### config.mk
export PLATFORM = sky130hd
export DESIGN_NAME = mips_regfile_wb
export DESIGN_NICKNAME = d
export VERILOG_FILES = /design/src/rtl/mips_regfile_wb.sv
export SDC_FILE = /design/constraint.sdc
export NUM_CORES = 2
export LEC_CHECK = 0
export CELL_PAD_IN_SITES_DETAIL_PLACEMENT = 0
export CELL_PAD_IN_SITES_GLOBAL_PLACEMENT = 1
export CORE_ASPECT_RATIO = 0.8
export CORE_UTILIZATION = 54
export CTS_CLUSTER_DIAMETER = 100
export DETAILED_ROUTE_END_ITERATION = 16
export MAX_ROUTING_LAYER = met4
export PLACE_DENSITY = 0.77
export SYNTH_ARGS = -nofsm -noshare
export SYNTH_HDL_FRONTEND = slang
export SYNTH_SLANG_ARGS = --single-unit
### constraint.sdc
create_clock -name clk -period 2.3 [get_ports clk]
set_input_delay 0.345 -clock clk [delete_from_list [all_inputs] [get_ports clk]]
set_output_delay 0.345 -clock clk [all_outputs]
set_load 0.1 [all_outputs]
### src/rtl/mips_regfile_wb.sv
// mips_regfile_wb: MIPS register file fed by the writeback-select mux.
//   Write: 1 cycle (visible after the rising edge); read: combinational.
//   No backpressure: a write is accepted on every enabled edge.
// Optional feature macro: REGFILE_WB_BYPASS_EN.
//   When defined, a same-cycle write is forwarded combinationally to a
//   read port at the same nonzero address.
// Ports:
//   clk, rst_n            clock, async active-low reset
//   regwrite, wr_addr,    write enable / destination / data from WB
//   wr_data
//   rd_addr_a/b           source register numbers (rs, rt)
//   rd_data_a/b           operand values
//   wr_count              committed writes since reset, saturating at 16'hFFFF
module mips_regfile_wb #(
  parameter int WIDTH  = 32,
  parameter int ADDR_W = 5
) (
  input  logic              clk,
  input  logic              rst_n,
  input  logic              regwrite,
  input  logic [ADDR_W-1:0] wr_addr,
  input  logic [WIDTH-1:0]  wr_data,
  input  logic [ADDR_W-1:0] rd_addr_a,
  input  logic [ADDR_W-1:0] rd_addr_b,
  output logic [WIDTH-1:0]  rd_data_a,
  output logic [WIDTH-1:0]  rd_data_b,
  output logic [15:0]       wr_count
);

  localparam int NREG = 1 << ADDR_W;

  logic [WIDTH-1:0] regs_q [NREG];
  logic [15:0]      wr_count_q;
  logic [15:0]      wr_count_d;
  logic             wr_en;

  // Writes to register 0 are dropped entirely: no storage update, no count.
  assign wr_en = regwrite && (wr_addr != '0);

  always_comb begin
    wr_count_d = wr_count_q;
    if (wr_en && (wr_count_q != 16'hFFFF)) begin
      wr_count_d = wr_count_q + 16'd1;
    end
  end

  always_ff @(posedge clk or negedge rst_n) begin
    if (!rst_n) begin
      for (int i = 0; i < NREG; i++) begin
        regs_q[i] <= '0;
      end
      wr_count_q <= '0;
    end else begin
      if (wr_en) begin
        regs_q[wr_addr] <= wr_data;
      end
      wr_count_q <= wr_count_d;
    end
  end

  // Storage is cleared asynchronously, so the stored path already reads 0
  // during reset; only the forwarding path needs an explicit rst_n gate.
  always_comb begin
    rd_data_a = '0;
    rd_data_b = '0;
    if (rd_addr_a != '0) begin
      rd_data_a = regs_q[rd_addr_a];
    end
    if (rd_addr_b != '0) begin
      rd_data_b = regs_q[rd_addr_b];
    end
`ifdef REGFILE_WB_BYPASS_EN
    if (rst_n && wr_en && (rd_addr_a == wr_addr)) begin
      rd_data_a = wr_data;
    end
    if (rst_n && wr_en && (rd_addr_b == wr_addr)) begin
      rd_data_b = wr_data;
    end
`endif
  end

  assign wr_count = wr_count_q;

endmodule

==> out/metrics.csv <==
metric,value,unit
dp_worst_slack,-0.499,ns
route.vias.total,39100,
top_cells_by_area_in_the_synthesized_netlist,"sky130_fd_sc_hd__dfrtp_1 47%, sky130_fd_sc_hd__mux2_2 19%, sky130_fd_sc_hd__mux4_2 17%, sky130_fd_sc_hd__mux2i_1 2.3%, sky130_fd_sc_hd__mux2_1 1.9%",
number_of_warnings_issued_by_yosys,0,
synthesis.area_per_instance,15.1,µm²
drt-wirelength-per-cell,35.2,µm
setup.worst_path.class,reg2out,
cts_made_buffers,107,
clock_tree.buffer_depth,3,
p_leak,0.0306,µW
numPortBuffers,129,
failed_checks,setup timing,
yosys_register_bits,1040,
timing.final.setup_violations,64,
syn_area,0.0557,mm²
die_height,289,µm
total_power,59800,µW
critical-path-top-cell-by-count,sky130_fd_sc_hd__buf_12,
finalHoldViolCount,0,
number_of_drc_violations_after_detailed_routing,0,
finalCriticalPeriod,2.84,ns
drv_cap,0,
initial_utilization,54.9,%
ys.flop_type,sky130_fd_sc_hd__dfrtp_1,
setup_repair_after_global_routing_missed_its_margin,yes,
synth-async-reset-ratio,100,%
gp_congestion,0.903,
route.final.wire_length,196,mm
arrival,2.50,ns
slew_headroom,28.1,%
syn2layout_area_growth,27.4,%
cell_at_the_slowest_stage_of_the_critical_path,sky130_fd_sc_hd__mux4_2,
maximum_number_of_pins_on_one_net_before_global_route_repair,118,
p_per_area,843,mW/mm²
via_per_inst,7.02,
design.final.nets,4205,
fin_crit_sh,123,%
vias_in_the_first_global_route,40700,
synth_edf_count,0,
clock_tree.root_cell,sky130_fd_sc_hd__clkbuf_16,
grt_first_pass_wirelength,287,mm
count_leader_synth,sky130_fd_sc_hd__dfrtp_1,
critical-path-max-stage-delay,0.47,ns
vdd.ir_drop.worst,1.31,mV
post_route_cells_drive_above_1_share,63.3,%
synth_common_cells,"1040 x sky130_fd_sc_hd__dfrtp_1, 964 x sky130_fd_sc_hd__mux2_2, 424 x sky130_fd_sc_hd__mux4_2",
tightestPinTransition,1.08,ns
cp_data_required_time,1.96,ns
top_level_ports,130,
crit_path_max_fanout,2,
detailed_place_hpwl,129,mm
netlist.area_leader.share,46.7,%
post_synth_net_total,3751,
cts.reportedPaths.clkPinSlew,0.06,ns
layout.filler_cells,6479,
initialDrtViolationCount,4163,
htree_num_levels,3,
core_area,0.101,mm²
worst_r2r_startpoint,wr_count[0],
drv_slew,0,
floorplan_die_area,0.104,mm²
synth_cell_type_count,50,
tritoncts_clock_tree,built,
route.antenna.remaining_nets,0,
critPathCaptureType,output pin,
chipWidth,361,µm
grt_usage,39.3,%
antenna_found_initial,3,
first_pass_iters,7,
worstSetupStartpointType,flop,
floorplan.rows,104,
synth.yosys.seq_area_share,46.7,%
worst_skew_pair.late_latency,0.71,ns
crit_path_cell_trace,mux4_2 > mux2_4 > o21ai_4 > a311oi_4 > buf_12 > buf_12,
synth.largest_area_cell,sky130_fd_sc_hd__dfrtp_1,
grt_ovf,0,
run_status,"finished, violations left",
hold_path_class,in2async,
synth_cells,3700,
setup.worst_path.start,regs_q[770],
timing.fmax,352,MHz
post-route-worst-setup-slack,-0.540,ns
fin_worst_skew,0.00609,ns
cts.sinks,1040,
[power by group]
| group | leakage, µW | internal [µW] | switching, µW |
|---|---|---|---|
| Clock | 0.00187 | 11200 | 7780 |
| Sequential | 0.0133 | 21800 | 2850 |
| Combinational | 0.0155 | 8560 | 7580 |
| Total | 0.0306 | 41600 | 18200 |
[final cells by class]
| cell class | count | area (µm²) | area share [%] |
|---|---|---|---|
| multi-input combinational | 2220 | 30400 | 42.8 |
| sequential | 1040 | 26000 | 36.7 |
| timing repair buffer | 781 | 9050 | 12.8 |
| clock buffer | 143 | 3010 | 4.25 |
| tap | 1325 | 1660 | 2.34 |
| clock inverter | 55 | 790 | 1.11 |
| inverter | 4 | 20.0 | 0.0282 |
| antenna | 7 | 17.5 | 0.0247 |
[critical path, delay by kind of cell (launching register included)]
kind / cells / cell delay (ns)
flip-flops: 1 / 0.39
buffers and inverters: 2 / 0.36
multiplexers: 2 / 0.78
AO/OA/AOI/OAI: 2 / 0.23
[registers in the layout, indices dropped and copies added (netlist names)]
name / flops
regs_q: 1024
wr_count: 16
[worst paths after layout]
path / end / slack, ns / cells past startpoint
max: rd_data_b[2] / -0.54 / 6
min: regs_q[532] / 0.19 / 2
max reg2reg: wr_count[1] / 0.19 / 5
min reg2reg: regs_q[996] / 0.40 / 0
max in group asynchronous: regs_q[669] / 0.98 / 3
min in group clk: regs_q[996] / 0.40 / 0
[stage by stage]
stage	util (%)	setup TNS, ns	hold WS, ns	area [µm²]	cells
CTS	69.6	-28.92	0.168	70500	5564
global placement	64.7	-204.49	0.331	65600	5352
floorplan	-	-17.34	0.0494	57700	3700
global route	70.0	-29.94	0.177	70900	5571
finish	70.0	-27.48	0.194	70900	5575
detailed placement	64.7	-200.10	0.331	65600	5352
[layout by cell type (no fill, tap or decap), types with 52 or more instances in the layout]
master and n:
sky130_fd_sc_hd__a211oi_2 56, sky130_fd_sc_hd__a22oi_1 52, sky130_fd_sc_hd__a311oi_4 64, sky130_fd_sc_hd__buf_12 237, sky130_fd_sc_hd__buf_4 485, sky130_fd_sc_hd__clkbuf_16 108
sky130_fd_sc_hd__dfrtp_1 1038, sky130_fd_sc_hd__mux2_1 93, sky130_fd_sc_hd__mux2_2 909, sky130_fd_sc_hd__mux2_4 55, sky130_fd_sc_hd__mux2i_1 128, sky130_fd_sc_hd__mux4_2 448
sky130_fd_sc_hd__o21ai_4 52
[repair_timing]
item | 4_1_cts | 5_1_grt
hold buffers | 1 | 0
gates cloned | 1 | 0
pin swaps | 93 | 49
setup buffers | 35 | 10
endpoints found under the setup margin | 64 | 64
gates resized for setup | 278 | 68
hold endpoints to repair | 117 | 0
[kinds of logic (layout without fill, tap and decap cells)]
| family | after synthesis | count (layout) | share of synthesized area [%] |
|---|---|---|---|
| multiplexers | 1633 | 1633 | 42.0 |
| flip-flops | 1040 | 1040 | 46.7 |
| buffers and inverters | 440 | 983 | 4.24 |
| AO/OA/AOI/OAI | 384 | 384 | 4.97 |
| AND/OR/NAND/NOR | 187 | 187 | 1.85 |
| XOR/XNOR | 15 | 15 | 0.236 |
| adder cells (fa/ha/maj) | 1 | 1 | 0.0225 |
| other | 0 | 7 | 0 |
[layer usage]
metal / track usage [%] / routed length (µm) / vias up
li1: - / - / 15300
met2: 55.5 / 87000 / 2251
met4: 16.2 / 8430 / 0
met5: - / 0 / -
met1: 54.9 / 81300 / 21100
met3: 9.07 / 19400 / 507
No activity file was read; power rests on OpenSTA's default activity.
